$ cat config.mk
export PLATFORM = sky130hd
export DESIGN_NAME = rob_commit_controller
export DESIGN_NICKNAME = d
export VERILOG_FILES = /design/src/rtl/rob_commit_controller_pkg.sv /design/src/rtl/rob_commit_controller_classifier.sv /design/src/rtl/rob_commit_controller.sv
export SDC_FILE = /design/constraint.sdc
export NUM_CORES = 1
export LEC_CHECK = 0
export CORE_MARGIN = 1
export CORE_UTILIZATION = 43
export CTS_CLUSTER_DIAMETER = 60
export DETAILED_ROUTE_END_ITERATION = 16
export GPL_TIMING_DRIVEN = 0
export PLACE_DENSITY_LB_ADDON = 0.12
export SYNTH_ARGS = -nofsm -noshare
export SYNTH_HDL_FRONTEND = slang
export SYNTH_SLANG_ARGS = --single-unit
$ cat constraint.sdc
create_clock -name clk -period 2.5 [get_ports clk]
set_input_delay 0.375 -clock clk [delete_from_list [all_inputs] [get_ports clk]]
set_output_delay 0.375 -clock clk [all_outputs]
set_load 0.02 [all_outputs]
$ cat src/rtl/rob_commit_controller_pkg.sv
// Shared LC-3b types for the commit path: opcodes, commit classes and the
// retirement FSM states, plus the opcode-to-class decode used by dispatch too.
package rob_commit_controller_pkg;

  // Encodings follow the LC-3b ISA opcode field, IR[15:12].
  typedef enum logic [3:0] {
    OpBr   = 4'b0000,
    OpAdd  = 4'b0001,
    OpLdb  = 4'b0010,
    OpStb  = 4'b0011,
    OpJsr  = 4'b0100,
    OpAnd  = 4'b0101,
    OpLdr  = 4'b0110,
    OpStr  = 4'b0111,
    OpRti  = 4'b1000,
    OpNot  = 4'b1001,
    OpLdi  = 4'b1010,
    OpSti  = 4'b1011,
    OpJmp  = 4'b1100,
    OpShf  = 4'b1101,
    OpLea  = 4'b1110,
    OpTrap = 4'b1111
  } lc3b_opcode;

  typedef logic [2:0] lc3b_reg;

  typedef enum logic [1:0] {
    ClsWrite,
    ClsStore,
    ClsBranch,
    ClsNop
  } lc3b_commit_class;

  typedef enum logic [1:0] {
    StRun,
    StStoreWait,
    StFlush
  } rob_commit_state_t;

  function automatic lc3b_commit_class classify(input lc3b_opcode op);
    lc3b_commit_class cls;
    cls = ClsNop;
    unique case (op)
      OpAdd, OpAnd, OpNot, OpLea,
      OpLdr, OpLdb, OpLdi, OpShf,
      OpJsr, OpTrap:               cls = ClsWrite;
      OpStr, OpStb, OpSti:         cls = ClsStore;
      OpBr:                        cls = ClsBranch;
      OpJmp, OpRti:                cls = ClsNop;
      default:                     cls = ClsNop;
    endcase
    return cls;
  endfunction

endpackage

$ cat src/rtl/rob_commit_controller_classifier.sv
// Combinational opcode -> commit class decode; shared with dispatch so both
// sides agree on which ops write registers, store, or branch.
module rob_commit_controller_classifier
  import rob_commit_controller_pkg::*;
(
  input  lc3b_opcode       opcode_i,
  output lc3b_commit_class class_o
);

  always_comb begin
    class_o = classify(opcode_i);
  end

endmodule

$ cat src/rtl/rob_commit_controller.sv
// In-order ROB retirement: register writeback, store commit handshake and
// branch resolution with flush/redirect on mispredict.
module rob_commit_controller
  import rob_commit_controller_pkg::*;
#(
  parameter int unsigned data_width = 16,
  parameter int unsigned tag_width  = 3
) (
  input  logic                  clk,
  input  logic                  reset,
  input  logic                  rob_empty,
  input  logic                  rob_valid,
  input  lc3b_opcode            rob_inst,
  input  lc3b_reg               rob_dest,
  input  logic [data_width-1:0] rob_value,
  input  logic                  rob_predict,
  output logic                  rob_re,
  output logic                  rob_flush,
  output logic                  rf_we,
  output lc3b_reg               rf_dest,
  output logic [data_width-1:0] rf_value,
  output logic [tag_width-1:0]  rf_tag,
  output logic                  mem_commit_req,
  input  logic                  mem_commit_ack,
  output logic                  redirect_valid,
  output logic [data_width-1:0] redirect_pc,
  output logic [15:0]           retire_count,
  output logic [15:0]           mispredict_count
);

  rob_commit_state_t     state_q, state_d;
  logic [tag_width-1:0]  head_tag_q, head_tag_d;
  logic [15:0]           retire_count_q, retire_count_d;
  logic [15:0]           mispredict_count_q, mispredict_count_d;
  logic [data_width-1:0] redirect_pc_q, redirect_pc_d;

  lc3b_commit_class head_class;
  logic             head_ready;

  rob_commit_controller_classifier u_classifier (
    .opcode_i (rob_inst),
    .class_o  (head_class)
  );

  // Outputs are forced low while reset is held, even with a ready head.
  assign head_ready = !reset && !rob_empty && rob_valid;

  always_comb begin
    state_d            = state_q;
    head_tag_d         = head_tag_q;
    retire_count_d     = retire_count_q;
    mispredict_count_d = mispredict_count_q;
    redirect_pc_d      = redirect_pc_q;
    rob_re             = 1'b0;
    rf_we              = 1'b0;
    mem_commit_req     = 1'b0;

    unique case (state_q)
      StRun: begin
        if (head_ready) begin
          unique case (head_class)
            ClsWrite: begin
              rob_re = 1'b1;
              rf_we  = 1'b1;
            end
            ClsNop: begin
              rob_re = 1'b1;
            end
            ClsBranch: begin
              rob_re = 1'b1;
              if (rob_value[0] != rob_predict) begin
                redirect_pc_d      = {rob_value[data_width-1:1], 1'b0};
                mispredict_count_d = mispredict_count_q + 16'd1;
                state_d            = StFlush;
              end
            end
            ClsStore: begin
              // Ack in this cycle is ignored; pop only once in StStoreWait.
              mem_commit_req = 1'b1;
              state_d        = StStoreWait;
            end
            default: ;
          endcase
        end
      end
      StStoreWait: begin
        if (!reset) begin
          mem_commit_req = 1'b1;
          if (mem_commit_ack && !rob_empty) begin
            rob_re  = 1'b1;
            state_d = StRun;
          end
        end
      end
      StFlush: begin
        state_d = StRun;
      end
      default: state_d = StRun;
    endcase

    if (rob_re) begin
      head_tag_d     = head_tag_q + tag_width'(1);
      retire_count_d = retire_count_q + 16'd1;
    end
    // The ROB is emptied by the flush, so allocation restarts at tag 0.
    if (state_q == StFlush) begin
      head_tag_d = '0;
    end
  end

  always_ff @(posedge clk) begin
    if (reset) begin
      state_q            <= StRun;
      head_tag_q         <= '0;
      retire_count_q     <= '0;
      mispredict_count_q <= '0;
      redirect_pc_q      <= '0;
    end else begin
      state_q            <= state_d;
      head_tag_q         <= head_tag_d;
      retire_count_q     <= retire_count_d;
      mispredict_count_q <= mispredict_count_d;
      redirect_pc_q      <= redirect_pc_d;
    end
  end

  assign rf_dest          = rf_we ? rob_dest : '0;
  assign rf_value         = rf_we ? rob_value : '0;
  assign rf_tag           = head_tag_q;
  assign rob_flush        = !reset && (state_q == StFlush);
  assign redirect_valid   = !reset && (state_q == StFlush);
  assign redirect_pc      = redirect_pc_q;
  assign retire_count     = retire_count_q;
  assign mispredict_count = mispredict_count_q;

endmodule

Yosys cells after proc, flatten, opt, wreduce, memory -nomap -nowiden

Memories as Yosys holds them, arrays and structs flattened.
Index checks and enable logic that the tools add are counted.

$add $sub $neg: 3
Eq/ne operators: 10
Muxes and demuxes: 19
Reduce and logical (&&, ||, !) cells: 12

Operators by type and width:

| cell                    | number |
|---|---|
| $add A16 B1 Y16 const B | 2 |
| $mux W16                | 1 |
| $mux W1                 | 10 |
| $pmux W2 S2             | 2 |
| $reduce_and A4 Y1       | 2 |
| $eq A2 B2 Y1 const B    | 3 |
| $mux W2                 | 3 |
| $eq A2 B1 Y1 const B    | 2 |
| $logic_and A1 B1 Y1     | 4 |
| $logic_not A2 Y1        | 2 |
| $ne A2 B2 Y1 const B    | 2 |
| $pmux W1 S2             | 2 |
| $add A3 B1 Y3 const B   | 1 |
| $mux W3                 | 1 |
| $ne A3 B1 Y1 const B    | 1 |
| $ne A3 B3 Y1 const B    | 1 |
| $reduce_or A3 Y1        | 1 |
| $logic_not A1 Y1        | 2 |
| $reduce_or A2 Y1        | 1 |
| $ne A1 B1 Y1            | 1 |

Register bits after elaboration: 52
ROM bits: 32
Input bits: 29
Output and inout port bits: 75
Logic and storage cells: 50
Memories: 1

Memories:

| memory          | words | bits a word | rd ports | clocked after Yosys merged registers in | write ports | RTL line                        | text |
|---|---|---|---|---|---|---|---|
| (no name shown) | 16    | 2           | 1        | 0                                       | 0           | rob_commit_controller_pkg.sv:43 | `unique case (op)` |

Longest topological paths before layout

Gate-level depths: netlist of run 1.

Word-level depth: 6
Depth in mapped cells: 10
Gate-level depth less buffers: 8

Modules after synthesis

From an unflattened synthesis of run 1, not the netlist that was laid out.

Cell total of the unflattened synthesis: 336
Area, all modules: 2758.9 µm²

By module, submodules not included:

| module                           | instances | cells each | area an instance (µm²) | seq. area each (µm²) |
|---|---|---|---|---|
| rob_commit_controller            | 1         | 325        | 2682.6                 | 1041.0 |
| rob_commit_controller_classifier | 1         | 11         | 76.3                   | 0.0 |

Worst setup path after synthesis of run 1

No wires, ideal clock.

Kind: input port to output port
From: input port reset
To: output port rf_value[10]
Data arrival time: 2.108 ns
Required time: 2.125 ns
Slack: 0.017 ns
Stages on the path: 7
Cells stage by stage: buf_6 > or2b_4 > or3_1 > buf_6 > a211oi_1 > clkbuf_1 > and2_1

Cells in the longest elaborated chain, start to end: 6

RTL lines:

| item                              | RTL line                     | text |
|---|---|---|
| start, declared                   | rob_commit_controller.sv:10  | `input logic reset,` |
| $logic_not A1 Y1                  | rob_commit_controller.sv:46  | `assign head_ready = !reset && !rob_empty && rob_valid;` |
| $logic_and A1 B1 Y1 (2 in series) | rob_commit_controller.sv:46  |  |
| $mux W1                           | rob_commit_controller.sv:60  | `if (head_ready) begin` |
| $mux W1                           | rob_commit_controller.sv:58  | `unique case (state_q)` |
| net rf_we                         | rob_commit_controller.sv:19  | `output logic rf_we,` |
| $mux W16                          | rob_commit_controller.sv:128 | `assign rf_value = rf_we ? rob_value : '0;` |
| end, declared                     | rob_commit_controller.sv:21  | `output logic [data_width-1:0] rf_value,` |

The timed path passes the listed nets, and every way through them passes these cells.

Worst setup path after layout of run 1

From: register state_q[1]
To: output port rf_value[0]

Cells in the longest elaborated chain, start to end: 3

RTL lines:

| item                   | RTL line                     | text |
|---|---|---|
| start, declared        | rob_commit_controller.sv:31  | `rob_commit_state_t state_q, state_d;` |
| start signal, assigned | rob_commit_controller.sv:113 | `state_q <= StRun;` |
| start signal, assigned | rob_commit_controller.sv:119 | `state_q <= state_d;` |
| $logic_not A2 Y1       | rob_commit_controller.sv:58  |  |
| $mux W1                | rob_commit_controller.sv:58  |  |
| $mux W16               | rob_commit_controller.sv:128 |  |

Every way passes these cells.

==> results of run 1 <==
==> flip-flops by register name, indices dropped and copies added, names as in the netlist <==
signal            flops
rf_tag                3
retire_count         16
state_q               2
redirect_pc          15
mispredict_count     16
==> cells in the final DEF, fill, tap and decap left out, types with 2 or more instances in the layout <==
master | Yosys | routed
sky130_fd_sc_hd__clkdlybuf4s50_1 | 0 | 74
sky130_fd_sc_hd__clkbuf_1 | 11 | 6
sky130_fd_sc_hd__clkbuf_8 | 0 | 10
sky130_fd_sc_hd__ha_1 | 5 | 5
sky130_fd_sc_hd__and4_1 | 2 | 2
sky130_fd_sc_hd__o31ai_1 | 10 | 10
sky130_fd_sc_hd__dlygate4sd2_1 | 0 | 5
sky130_fd_sc_hd__buf_6 | 2 | 23
sky130_fd_sc_hd__or3_1 | 12 | 9
sky130_fd_sc_hd__nand4_1 | 6 | 6
sky130_fd_sc_hd__and2_4 | 0 | 19
sky130_fd_sc_hd__nor3_1 | 7 | 7
sky130_fd_sc_hd__buf_2 | 1 | 2
sky130_fd_sc_hd__nand2b_1 | 3 | 3
sky130_fd_sc_hd__dfxtp_1 | 52 | 51
sky130_fd_sc_hd__or4_4 | 1 | 2
sky130_fd_sc_hd__nand3_1 | 9 | 9
sky130_fd_sc_hd__nor4_1 | 3 | 3
sky130_fd_sc_hd__and2_1 | 23 | 4
sky130_fd_sc_hd__nand3b_1 | 2 | 2
sky130_fd_sc_hd__or4_1 | 11 | 10
sky130_fd_sc_hd__a21oi_1 | 39 | 38
sky130_fd_sc_hd__nor2_1 | 13 | 13
sky130_fd_sc_hd__or3_4 | 0 | 3
sky130_fd_sc_hd__inv_1 | 6 | 6
sky130_fd_sc_hd__nand2_1 | 49 | 49
sky130_fd_sc_hd__mux2i_1 | 3 | 3
sky130_fd_sc_hd__buf_4 | 2 | 9
sky130_fd_sc_hd__xnor2_1 | 10 | 10
sky130_fd_sc_hd__o21ai_0 | 12 | 12
==> layout make-up <==
class | count | area (um^2) | share of cell area [%]
plain buffers | 16 | 114 | 2.90
well taps | 72 | 90.1 | 2.30
flip-flops and latches | 52 | 1040 | 26.6
clock buffers | 5 | 68.8 | 1.75
multi-input cells | 233 | 1440 | 36.8
diodes | 1 | 2.50 | 0.0638
repair buffers | 112 | 1130 | 28.7
inverters | 9 | 35.0 | 0.893
==> power breakdown <==
| part | leakage [nW] | internal (mW) | switching, mW |
|---|---|---|---|
| clock network | 0.0360 | 0.181 | 0.257 |
| logic | 0.926 | 0.101 | 0.0868 |
| registers | 0.420 | 0.830 | 0.00425 |
==> worst max-delay path by stage <==
| stage | to | slack, ns | cells past startpoint |
|---|---|---|---|
| finish | rf_value[0] | -0.13 | 6 |
| global route | rf_value[0] | -0.20 | 6 |
| CTS | rf_value[7] | -0.18 | 7 |
| detailed placement | rob_re | -1.08 | 9 |
| global placement | rob_re | -0.97 | 9 |
| floorplan | rf_value[10] | 0.02 | 7 |
==> critical path, cell delays in order, from the launching register on <==
cell and delay (ns):
sky130_fd_sc_hd__dfxtp_4 0.35, sky130_fd_sc_hd__or3_4 0.37, sky130_fd_sc_hd__or3_4 0.35, sky130_fd_sc_hd__a211oi_4 0.38, sky130_fd_sc_hd__clkbuf_8 0.24, sky130_fd_sc_hd__and2_4 0.15, sky130_fd_sc_hd__buf_6 0.12
==> per-layer routing <==
| layer | track usage, % | wire length, um | vias up |
|---|---|---|---|
| met5 | 0 | 0 | - |
| met4 | 11.7 | 174 | 0 |
| met3 | 6.51 | 528 | 16 |
| met2 | 42.4 | 3640 | 82 |
| met1 | 29.1 | 3030 | 1234 |
| li1 | - | - | 1320 |
==> metrics by stage <==
step	setup TNS [ns]	hold slack (ns)	power, mW	instances
finish	-2.01	0.363	1.46	500
global route	-3.47	0.364	1.52	500
CTS	-3.72	0.360	1.47	498
detailed placement	-39.23	0.447	1.01	486
global placement	-34.48	0.441	1.01	486
floorplan	0	0.485	0.924	313
==> timing repair <==
action / 4_1_cts / 5_1_grt
setup buffers: 6 / 3
gates resized for setup: 167 / 13
endpoints found under the setup margin: 53 / 40
pin swaps: 27 / 7
cloned: 2 / 0
==> cells by family after synthesis <==
| group | after synthesis | share of synthesized area [%] |
|---|---|---|
| simple gates | 149 | 31.7 |
| compound gates | 65 | 14.4 |
| flops | 52 | 41.2 |
| buf+inv | 28 | 5.40 |
| xor+xnor | 10 | 3.47 |
| fa+ha+maj | 5 | 2.48 |
| mux | 3 | 1.19 |
| other cells | 1 | 0.149 |
==> impl_table.tex, run 1 <==
\begin{tabular}{lr}
\hline
Metric & Value \\
\hline
\multicolumn{2}{l}{\textbf{Route}} \\
Number of routed nets with antenna violations & 0 \\
Wire length reported by the detailed router & 7380 um \\
Initial DRC count & between 100 and 150 \\
First-pass detailed-route iteration total & 4 \\
Vias & 2652 \\
DR WL/cell & roughly 15 um \\
Number of design rule violations left after detail routing & 0 \\
Via count normalized by instance count & 5.30 \\
\multicolumn{2}{l}{\textbf{GRT}} \\
Number of global-route vias before repair & 2594 \\
Number of antenna violations at the first check in global routing & 1 \\
Global-route usage over all layers & 25.0\% \\
Largest net degree at the start of global routing & 14 \\
Global route total overflow & 0 \\
Wire length of the first global-routing pass & 12000 um \\
\multicolumn{2}{l}{\textbf{Placed design}} \\
Pre-CTS setup slack & -1.08 ns \\
Placed cell areas & 3630 um\^{}2 \\
Routability cong. & 0.761 \\
I/O Buffers & 101 \\
HPWL after DPL & 5170 um \\
\multicolumn{2}{l}{\textbf{Finish}} \\
Layout cell share with drive strength beyond 1 & 19.0\% \\
FILL cells & 477 \\
Final core utilization & 70.4\% \\
Final design instance area without fill & 3930 um\^{}2 \\
Count of nets after finishing & 463 \\
Signed area change from the synthesized netlist to the final layout & 55.5\% \\
\multicolumn{2}{l}{\textbf{Logic synthesis}} \\
Post-synthesis sequential area ratio & 41.2\% \\
Yosys top cell area share & 41.2\% \\
Total standard cell area after synthesis & 2520 um\^{}2 \\
Yosys cell types & 43 \\
Cell types with the largest area share after synthesis & sky130\_fd\_sc\_hd\_\_dfxtp\_1, sky130\_fd\_sc\_hd\_\_a21oi\_1, sky130\_fd\_sc\_hd\_\_nand2\_1 \\
Average cell area after synthesis & 8.07 um\^{}2 \\
Main synth FF type & sky130\_fd\_sc\_hd\_\_dfxtp\_1 \\
Number of instances in the synthesized netlist & 313 \\
Number of enable flip-flop cells after synthesis & 0 \\
Synth warnings & 0 \\
Yosys top cell by area & sky130\_fd\_sc\_hd\_\_dfxtp\_1 \\
Most numerous cell types in the synthesized netlist & sky130\_fd\_sc\_hd\_\_dfxtp\_1, sky130\_fd\_sc\_hd\_\_nand2\_1, sky130\_fd\_sc\_hd\_\_a21oi\_1, sky130\_fd\_sc\_hd\_\_and2\_1, sky130\_fd\_sc\_hd\_\_nor2\_1 \\
Share of flip-flops with an asynchronous set or reset & 0\% \\
Seq cells post-synth & 52 \\
Most common cell in the synthesized netlist & sky130\_fd\_sc\_hd\_\_dfxtp\_1 \\
Net count after synthesis & about 350 \\
\multicolumn{2}{l}{\textbf{Power}} \\
Power density over the cells & 372 nW/um\^{}2 \\
Worst ir drop on vdd & 0.280 mV \\
Leakage & 1.38 nW \\
\multicolumn{2}{l}{\textbf{Die}} \\
Die width & between 70 and 80 um \\
Height of the chip & 78.6 um \\
Die outline area & 6180 um\^{}2 \\
IO Count & 104 \\
Row cnt & 27 \\
Initial Util & 45.3\% \\
Area of the placeable core & 5570 um\^{}2 \\
\multicolumn{2}{l}{\textbf{Outcome}} \\
Result of the run & finished, violations left \\
Violated checks & negative setup slack \\
\multicolumn{2}{l}{\textbf{Worst setup path}} \\
Launching element of the worst setup path & state\_q[1] \\
End of the worst register-to-register path & mispredict\_count[9] \\
Register-to-register setup slack & 0.07 ns \\
Worst Reg-to-Reg Cells & 7 \\
Worst Path Required & 2.12 ns \\
Worst-path maximum fanout & 5 \\
Capturing element type of the critical path & output pin \\
Reg-to-Reg Start & state\_q[1] \\
Worst Path Arrival & 2.25 ns \\
Category of the critical setup timing path & reg2out \\
Kind of start point of the critical path & flip-flop \\
\multicolumn{2}{l}{\textbf{Min path}} \\
WHS Path Cells & 2 \\
Launch instance of the worst min-delay path & reset \\
Hold Crit Class & in2reg \\
Hold Path Sink & mispredict\_count[13] \\
\multicolumn{2}{l}{\textbf{STA}} \\
Hold violation count in the final report & 0 \\
Relative slew slack & roughly two thirds \\
Fmax & 0.380 GHz \\
Skew final & 0.00739 ns \\
Pin slew with the least headroom to its limit & 0.513 ns \\
Final max-slew violation count & 0 \\
Shortest clock period the worst path allows after layout & roughly 2.6 ns \\
Unrepaired setup endpoints after global routing & yes \\
Portion of the clock cycle consumed by the worst path in the final layout & 105\% \\
Final setup viols & 20 \\
Final WS setup & -0.129 ns \\
\multicolumn{2}{l}{\textbf{Clocking}} \\
Number of clock sinks seen by CTS & 52 \\
Clock-pin slew reported for the worst setup and hold paths after clock tree synthesis & $\sim$0.09 ns \\
Bufs on Longest Clock Path & 2 \\
Clock tree from TritonCTS & yes \\
CTS buffer count & 5 \\
Later-pin clock latency in the skew report & 0.31 ns \\
H-Tree Level Count & 2 \\
Number of buffers inserted by hold repair at cts & 0 \\
Buffer type at the clock tree root & sky130\_fd\_sc\_hd\_\_clkbuf\_8 \\
\multicolumn{2}{l}{\textbf{Flow run}} \\
Max-cap violations & 0 \\
\hline
\end{tabular}
Note: power is estimated with default switching activity, not from simulation.
==> run 2, diff against run 1 <==
Settings changed: GPL_TIMING_DRIVEN 0 to unset.
==> impl_table.tex, run 2 (same netlist as run 1, synthesis figures left out) <==
\begin{tabular}{lr}
\hline
Metric & Value \\
\hline
\multicolumn{2}{l}{\textbf{Placed design}} \\
I/O Buffers & 102 \\
HPWL after DPL & 4850 um \\
Placed cell areas & 3650 um\^{}2 \\
Number of placed instances with taps included & 482 \\
Routability cong. & 0.798 \\
Pre-CTS setup slack & -0.663 ns \\
\multicolumn{2}{l}{\textbf{Finish}} \\
Finished Layout Cells & about 500 \\
Most common cell after layout, fill and taps aside & sky130\_fd\_sc\_hd\_\_clkdlybuf4s50\_1 \\
Count of nets after finishing & 456 \\
FILL cells & 451 \\
Most used cells in the layout excluding fill and tap cells & sky130\_fd\_sc\_hd\_\_clkdlybuf4s50\_1, sky130\_fd\_sc\_hd\_\_dfxtp\_1, sky130\_fd\_sc\_hd\_\_nand2\_1 \\
Layout cell share with drive strength beyond 1 & 18.4\% \\
Final core utilization & a little under three quarters \\
Final design instance area without fill & 3950 um\^{}2 \\
Multi-input combinational cell area & 1420 um\^{}2 \\
Signed area change from the synthesized netlist to the final layout & 56.4\% \\
Area taken by flip-flops and latches & about 1000 um\^{}2 \\
\multicolumn{2}{l}{\textbf{STA}} \\
Final setup viols & 0 \\
Relative slew slack & 63.5\% \\
Final WS setup & 0.0157 ns \\
Skew final & 0.00972 ns \\
Final max-slew violation count & 0 \\
Minimum hold slack & roughly 0.46 ns \\
Post-route setup TNS & 0 ns \\
Pin slew with the least headroom to its limit & 0.548 ns \\
Portion of the clock cycle consumed by the worst path in the final layout & 99.4\% \\
Shortest clock period the worst path allows after layout & 2.48 ns \\
Fmax & 0.403 GHz \\
Unrepaired setup endpoints after global routing & yes \\
Hold violation count in the final report & 0 \\
\multicolumn{2}{l}{\textbf{Worst setup path}} \\
Worst-path maximum fanout & 5 \\
Reg-to-Reg Start & state\_q[0] \\
Register-to-register setup slack & 0.11 ns \\
Worst Path Arrival & 2.11 ns \\
Capturing element type of the critical path & output pin \\
Worst Reg-to-Reg Cells & 6 \\
Category of the critical setup timing path & reg2out \\
Kind of start point of the critical path & flip-flop \\
End of the worst register-to-register path & mispredict\_count[15] \\
Worst Path Required & 2.12 ns \\
\multicolumn{2}{l}{\textbf{Power}} \\
Power density over the cells & 454 nW/um\^{}2 \\
Leakage & 1.40 nW \\
Worst ir drop on vdd & roughly 0.30 mV \\
Sum of internal, switching and leakage power & 1.79 mW \\
\multicolumn{2}{l}{\textbf{Die}} \\
Height of the chip & 78.6 um \\
Initial Util & 45.3\% \\
IO Count & 104 \\
Die width & 78.6 um \\
Area of the placeable core & 5570 um\^{}2 \\
Row cnt & 27 \\
Die outline area & 6180 um\^{}2 \\
\multicolumn{2}{l}{\textbf{Route}} \\
Number of routed nets with antenna violations & 0 \\
Wire length reported by the detailed router & approximately 7300 um \\
Vias & approximately 2700 \\
Initial DRC count & 106 \\
DR WL/cell & approximately 15 um \\
Number of design rule violations left after detail routing & 0 \\
Via count normalized by instance count & around 5.4 \\
First-pass detailed-route iteration total & 4 \\
\multicolumn{2}{l}{\textbf{Min path}} \\
Launch instance of the worst min-delay path & redirect\_pc[3] \\
Hold Path Sink & redirect\_pc[3] \\
Hold Crit Class & reg2reg \\
WHS Path Cells & 2 \\
\multicolumn{2}{l}{\textbf{GRT}} \\
Global-route usage over all layers & 23.6\% \\
Largest net degree at the start of global routing & 54 \\
Met3 usage in global routing & between 6 and 7\% \\
Number of global-route vias before repair & $\sim$2500 \\
Wire length of the first global-routing pass & about 12000 um \\
Number of antenna violations at the first check in global routing & 1 \\
Most Used Layer, Global Route & met2 \\
Met1 Resource Use GR & 27.4\% \\
Global route total overflow & 0 \\
Met2 Usage GRT & between 40 and 50\% \\
\multicolumn{2}{l}{\textbf{Clocking}} \\
CTS buffer count & 5 \\
Number of buffers inserted by hold repair at cts & 0 \\
Clock-pin slew reported for the worst setup and hold paths after clock tree synthesis & 0.10 ns \\
Later-pin clock latency in the skew report & 0.30 ns \\
Number of clock sinks seen by CTS & 52 \\
Bufs on Longest Clock Path & 2 \\
Clock tree from TritonCTS & yes \\
Buffer type at the clock tree root & sky130\_fd\_sc\_hd\_\_clkbuf\_8 \\
H-Tree Level Count & 2 \\
\multicolumn{2}{l}{\textbf{Flow run}} \\
Max-cap violations & 0 \\
\multicolumn{2}{l}{\textbf{Outcome}} \\
Result of the run & finished clean \\
\hline
\end{tabular}
-- run 2: worst max-delay path, cell delays in order (launching register included) --
cell and delay, ns:
sky130_fd_sc_hd__dfxtp_2 0.34, sky130_fd_sc_hd__or3_4 0.38, sky130_fd_sc_hd__or3_4 0.36, sky130_fd_sc_hd__a211oi_4 0.18
sky130_fd_sc_hd__buf_6 0.16, sky130_fd_sc_hd__buf_6 0.12, sky130_fd_sc_hd__and2_4 0.14, sky130_fd_sc_hd__buf_6 0.12
-- run 2: repair_timing --
action                     in CTS  in global routing
buffers inserted                1                  1
resized for setup             135                 22
gates cloned                    3                  0
pin swaps                       4                  7
setup endpoints to repair      29                 22
hold endpoints to repair        0                  0
-- run 2: where the power goes --
part	internal [mW]	switching [mW]
sequential	0.831	0.00412
clock	0.500	0.278
combinational	0.0942	0.0845
-- run 2: final cells by class --
type | count | share of cell area [%]
multi-input combinational | 233 | 36.0
antenna | 1 | 0.0634
tap | 72 | 2.28
inverter | 9 | 0.856
clock buffer | 5 | 1.74
clock inverter | 3 | 2.28
sequential | 52 | 26.4
timing repair buffer | 121 | 30.4
-- run 2: worst max-delay path by stage --
| stage | start | to | depth (start not counted) |
|---|---|---|---|
| after floorplan | reset | rf_value[10] | 7 |
| after global placement | rob_inst[0] | rf_dest[2] | 8 |
| after detailed placement | rob_inst[0] | rf_dest[0] | 8 |
| after CTS | state_q[0] | rf_dest[1] | 7 |
| after global routing | state_q[0] | rf_value[0] | 7 |
| final | state_q[0] | rf_dest[2] | 7 |
-- run 2: layer usage --
layer / wire length [um] / vias to the layer above / part of all wire (%)
li1: - / 1308 / -
met1: 2990 / 1265 / 41
met2: 3760 / 69 / 51
met3: 405 / 16 / 5.5
met4: 172 / 0 / 2.3
met5: 0 / - / 0
==> run 3, diff against run 2 <==
Settings changed: CORE_UTILIZATION 43 to 39, GPL_TIMING_DRIVEN set to 1.
Clock period 2.5 ns to 2.2 ns, I/O delays scaled along.
==> impl_table.tex, run 3 (same netlist as run 1, synthesis figures left out) <==
\begin{tabular}{lr}
\hline
Metric & Value \\
\hline
\multicolumn{2}{l}{\textbf{Clocking}} \\
Clock-pin slew reported for the worst setup and hold paths after clock tree synthesis & $\sim$0.090 ns \\
Buffer type at the clock tree root & sky130\_fd\_sc\_hd\_\_clkbuf\_8 \\
Bufs on Longest Clock Path & 2 \\
CTS buffer count & 5 \\
Clock tree from TritonCTS & yes \\
H-Tree Level Count & 2 \\
Later-pin clock latency in the skew report & 0.30 ns \\
Number of clock sinks seen by CTS & 52 \\
\multicolumn{2}{l}{\textbf{Finish}} \\
Most used cells in the layout excluding fill and tap cells & sky130\_fd\_sc\_hd\_\_clkdlybuf4s50\_1, sky130\_fd\_sc\_hd\_\_dfxtp\_1, sky130\_fd\_sc\_hd\_\_nand2\_1 \\
Area taken by flip-flops and latches & 1040 um\^{}2 \\
Final core utilization & 64.8\% \\
Signed area change from the synthesized netlist to the final layout & 56.5\% \\
Finished Layout Cells & 504 \\
Multi-input combinational cell area & roughly 1400 um\^{}2 \\
Layout cell share with drive strength beyond 1 & between 20\% and 30\% \\
Count of nets after finishing & 461 \\
Final design instance area without fill & 3950 um\^{}2 \\
Most common cell after layout, fill and taps aside & sky130\_fd\_sc\_hd\_\_clkdlybuf4s50\_1 \\
FILL cells & 560 \\
\multicolumn{2}{l}{\textbf{Worst setup path}} \\
Worst Reg-to-Reg Cells & 6 \\
Worst Path Required & between 1.5 and 2 ns \\
End of the worst register-to-register path & mispredict\_count[11] \\
Category of the critical setup timing path & reg2out \\
Worst Path Arrival & 2.06 ns \\
Capturing element type of the critical path & output pin \\
Reg-to-Reg Start & state\_q[0] \\
Worst-path maximum fanout & 5 \\
Register-to-register setup slack & -0.10 ns \\
Launching element of the worst setup path & state\_q[0] \\
Kind of start point of the critical path & flip-flop \\
\multicolumn{2}{l}{\textbf{Route}} \\
DR WL/cell & 13.4 um \\
Initial DRC count & 87 \\
Number of routed nets with antenna violations & 0 \\
Number of design rule violations left after detail routing & 0 \\
Vias & $\sim$2600 \\
Wire length reported by the detailed router & between 6000 and 7000 um \\
First-pass detailed-route iteration total & 5 \\
Via count normalized by instance count & 5.16 \\
\multicolumn{2}{l}{\textbf{Flow run}} \\
Max-cap violations & 0 \\
\multicolumn{2}{l}{\textbf{STA}} \\
Unrepaired setup endpoints after global routing & yes \\
Hold violation count in the final report & 0 \\
Skew final & 0.00744 ns \\
Portion of the clock cycle consumed by the worst path in the final layout & 109\% \\
Final setup viols & 26 \\
Relative slew slack & 63.9\% \\
Post-route setup TNS & -3.89 ns \\
Minimum hold slack & between 0.4 and 0.5 ns \\
Pin slew with the least headroom to its limit & 0.541 ns \\
Shortest clock period the worst path allows after layout & 2.39 ns \\
Final max-slew violation count & 0 \\
Final WS setup & -0.188 ns \\
Fmax & 0.419 GHz \\
\multicolumn{2}{l}{\textbf{Placed design}} \\
I/O Buffers & a little over 100 \\
Routability cong. & 0.768 \\
Pre-CTS setup slack & -0.883 ns \\
Placed cell areas & 3710 um\^{}2 \\
HPWL after DPL & 4810 um \\
Number of placed instances with taps included & 490 \\
\multicolumn{2}{l}{\textbf{Die}} \\
Area of the placeable core & between 6000 and 7000 um\^{}2 \\
Die outline area & just under 7000 um\^{}2 \\
Initial Util & 41.4\% \\
IO Count & 104 \\
Row cnt & 28 \\
Die width & 82.5 um \\
Height of the chip & 82.5 um \\
\multicolumn{2}{l}{\textbf{GRT}} \\
Number of global-route vias before repair & 2504 \\
Largest net degree at the start of global routing & 53 \\
Global-route usage over all layers & 20.7\% \\
Global route total overflow & 0 \\
Number of antenna violations at the first check in global routing & 1 \\
Wire length of the first global-routing pass & 11000 um \\
\multicolumn{2}{l}{\textbf{Power}} \\
Power density over the cells & about 470 nW/um\^{}2 \\
Worst ir drop on vdd & $\sim$0.26 mV \\
Leakage & 1.44 nW \\
Sum of internal, switching and leakage power & around 1.9 mW \\
\multicolumn{2}{l}{\textbf{Min path}} \\
WHS Path Cells & 2 \\
Hold Path Sink & redirect\_pc[4] \\
Launch instance of the worst min-delay path & redirect\_pc[4] \\
Hold Crit Class & reg2reg \\
\multicolumn{2}{l}{\textbf{Outcome}} \\
Result of the run & finished, violations left \\
Violated checks & negative setup slack \\
\hline
\end{tabular}
==> run 3: cell types whose count changed in the layout (fill, tap and decap cells not counted), sizes merged <==
cell,change
bufinv,-2
clkdlybuf4s50,-2
buf,+6
dlymetal6s2s,+2
dlygate4sd2,-2
clkbuf,+3
==> run 3: power breakdown <==
group          internal, mW  switching [mW]  total (mW)  leakage, nW
registers             0.945         0.00468       0.949        0.419
logic                 0.106          0.0907       0.197        0.959
clock network         0.402           0.306       0.708       0.0645
total                  1.45           0.402        1.85         1.44
==> run 3: what timing repair did <==
action,4_1_cts,5_1_grt
hold endpoints to repair,0,0
pin swaps,11,0
buffers inserted,3,0
hold buffers,0,0
setup endpoints to repair,66,39
cloned,3,0
resized for setup,147,6
==> run 3: metal layers <==
| metal | global-route usage (%) | vias up | wire length (um) |
|---|---|---|---|
| met4 | 5.26 | 0 | 62 |
| met1 | 24.4 | 1207 | 2980 |
| li1 | - | 1326 | - |
| met5 | 0 | - | 0 |
| met3 | 4.73 | 4 | 365 |
| met2 | 37.6 | 65 | 3350 |
==> run 3: worst max-delay path: stages (launching register included) <==
cell                       delay, ns
sky130_fd_sc_hd__dfxtp_1        0.32
sky130_fd_sc_hd__or3_4          0.39
sky130_fd_sc_hd__or3_4          0.35
sky130_fd_sc_hd__a211oi_4       0.17
sky130_fd_sc_hd__buf_6          0.16
sky130_fd_sc_hd__buf_6          0.12
sky130_fd_sc_hd__and2_4         0.14
sky130_fd_sc_hd__buf_6          0.11
==> run 3: how the worst max path moves through the flow <==
stage | end | slack [ns] | cells after the start
2_1_floorplan | mispredict_count[11] | -0.09 | 8
3_3_place_gp | rf_value[4] | -0.84 | 8
3_5_place_dp | rf_value[5] | -0.88 | 8
4_1_cts | rf_value[5] | -0.19 | 7
5_1_grt | rf_value[5] | -0.27 | 7
6_report | rf_value[5] | -0.19 | 7
==> run 3: layout make-up <==
type / instances / share of cell area [%]
diodes: 1 / 0.0633
flip-flops and latches: 52 / 26.3
repair buffers: 126 / 31.0
well taps: 75 / 2.37
clock inverters: 1 / 0.760
clock buffers: 7 / 2.44
inverters: 9 / 0.855
multi-input cells: 233 / 36.2
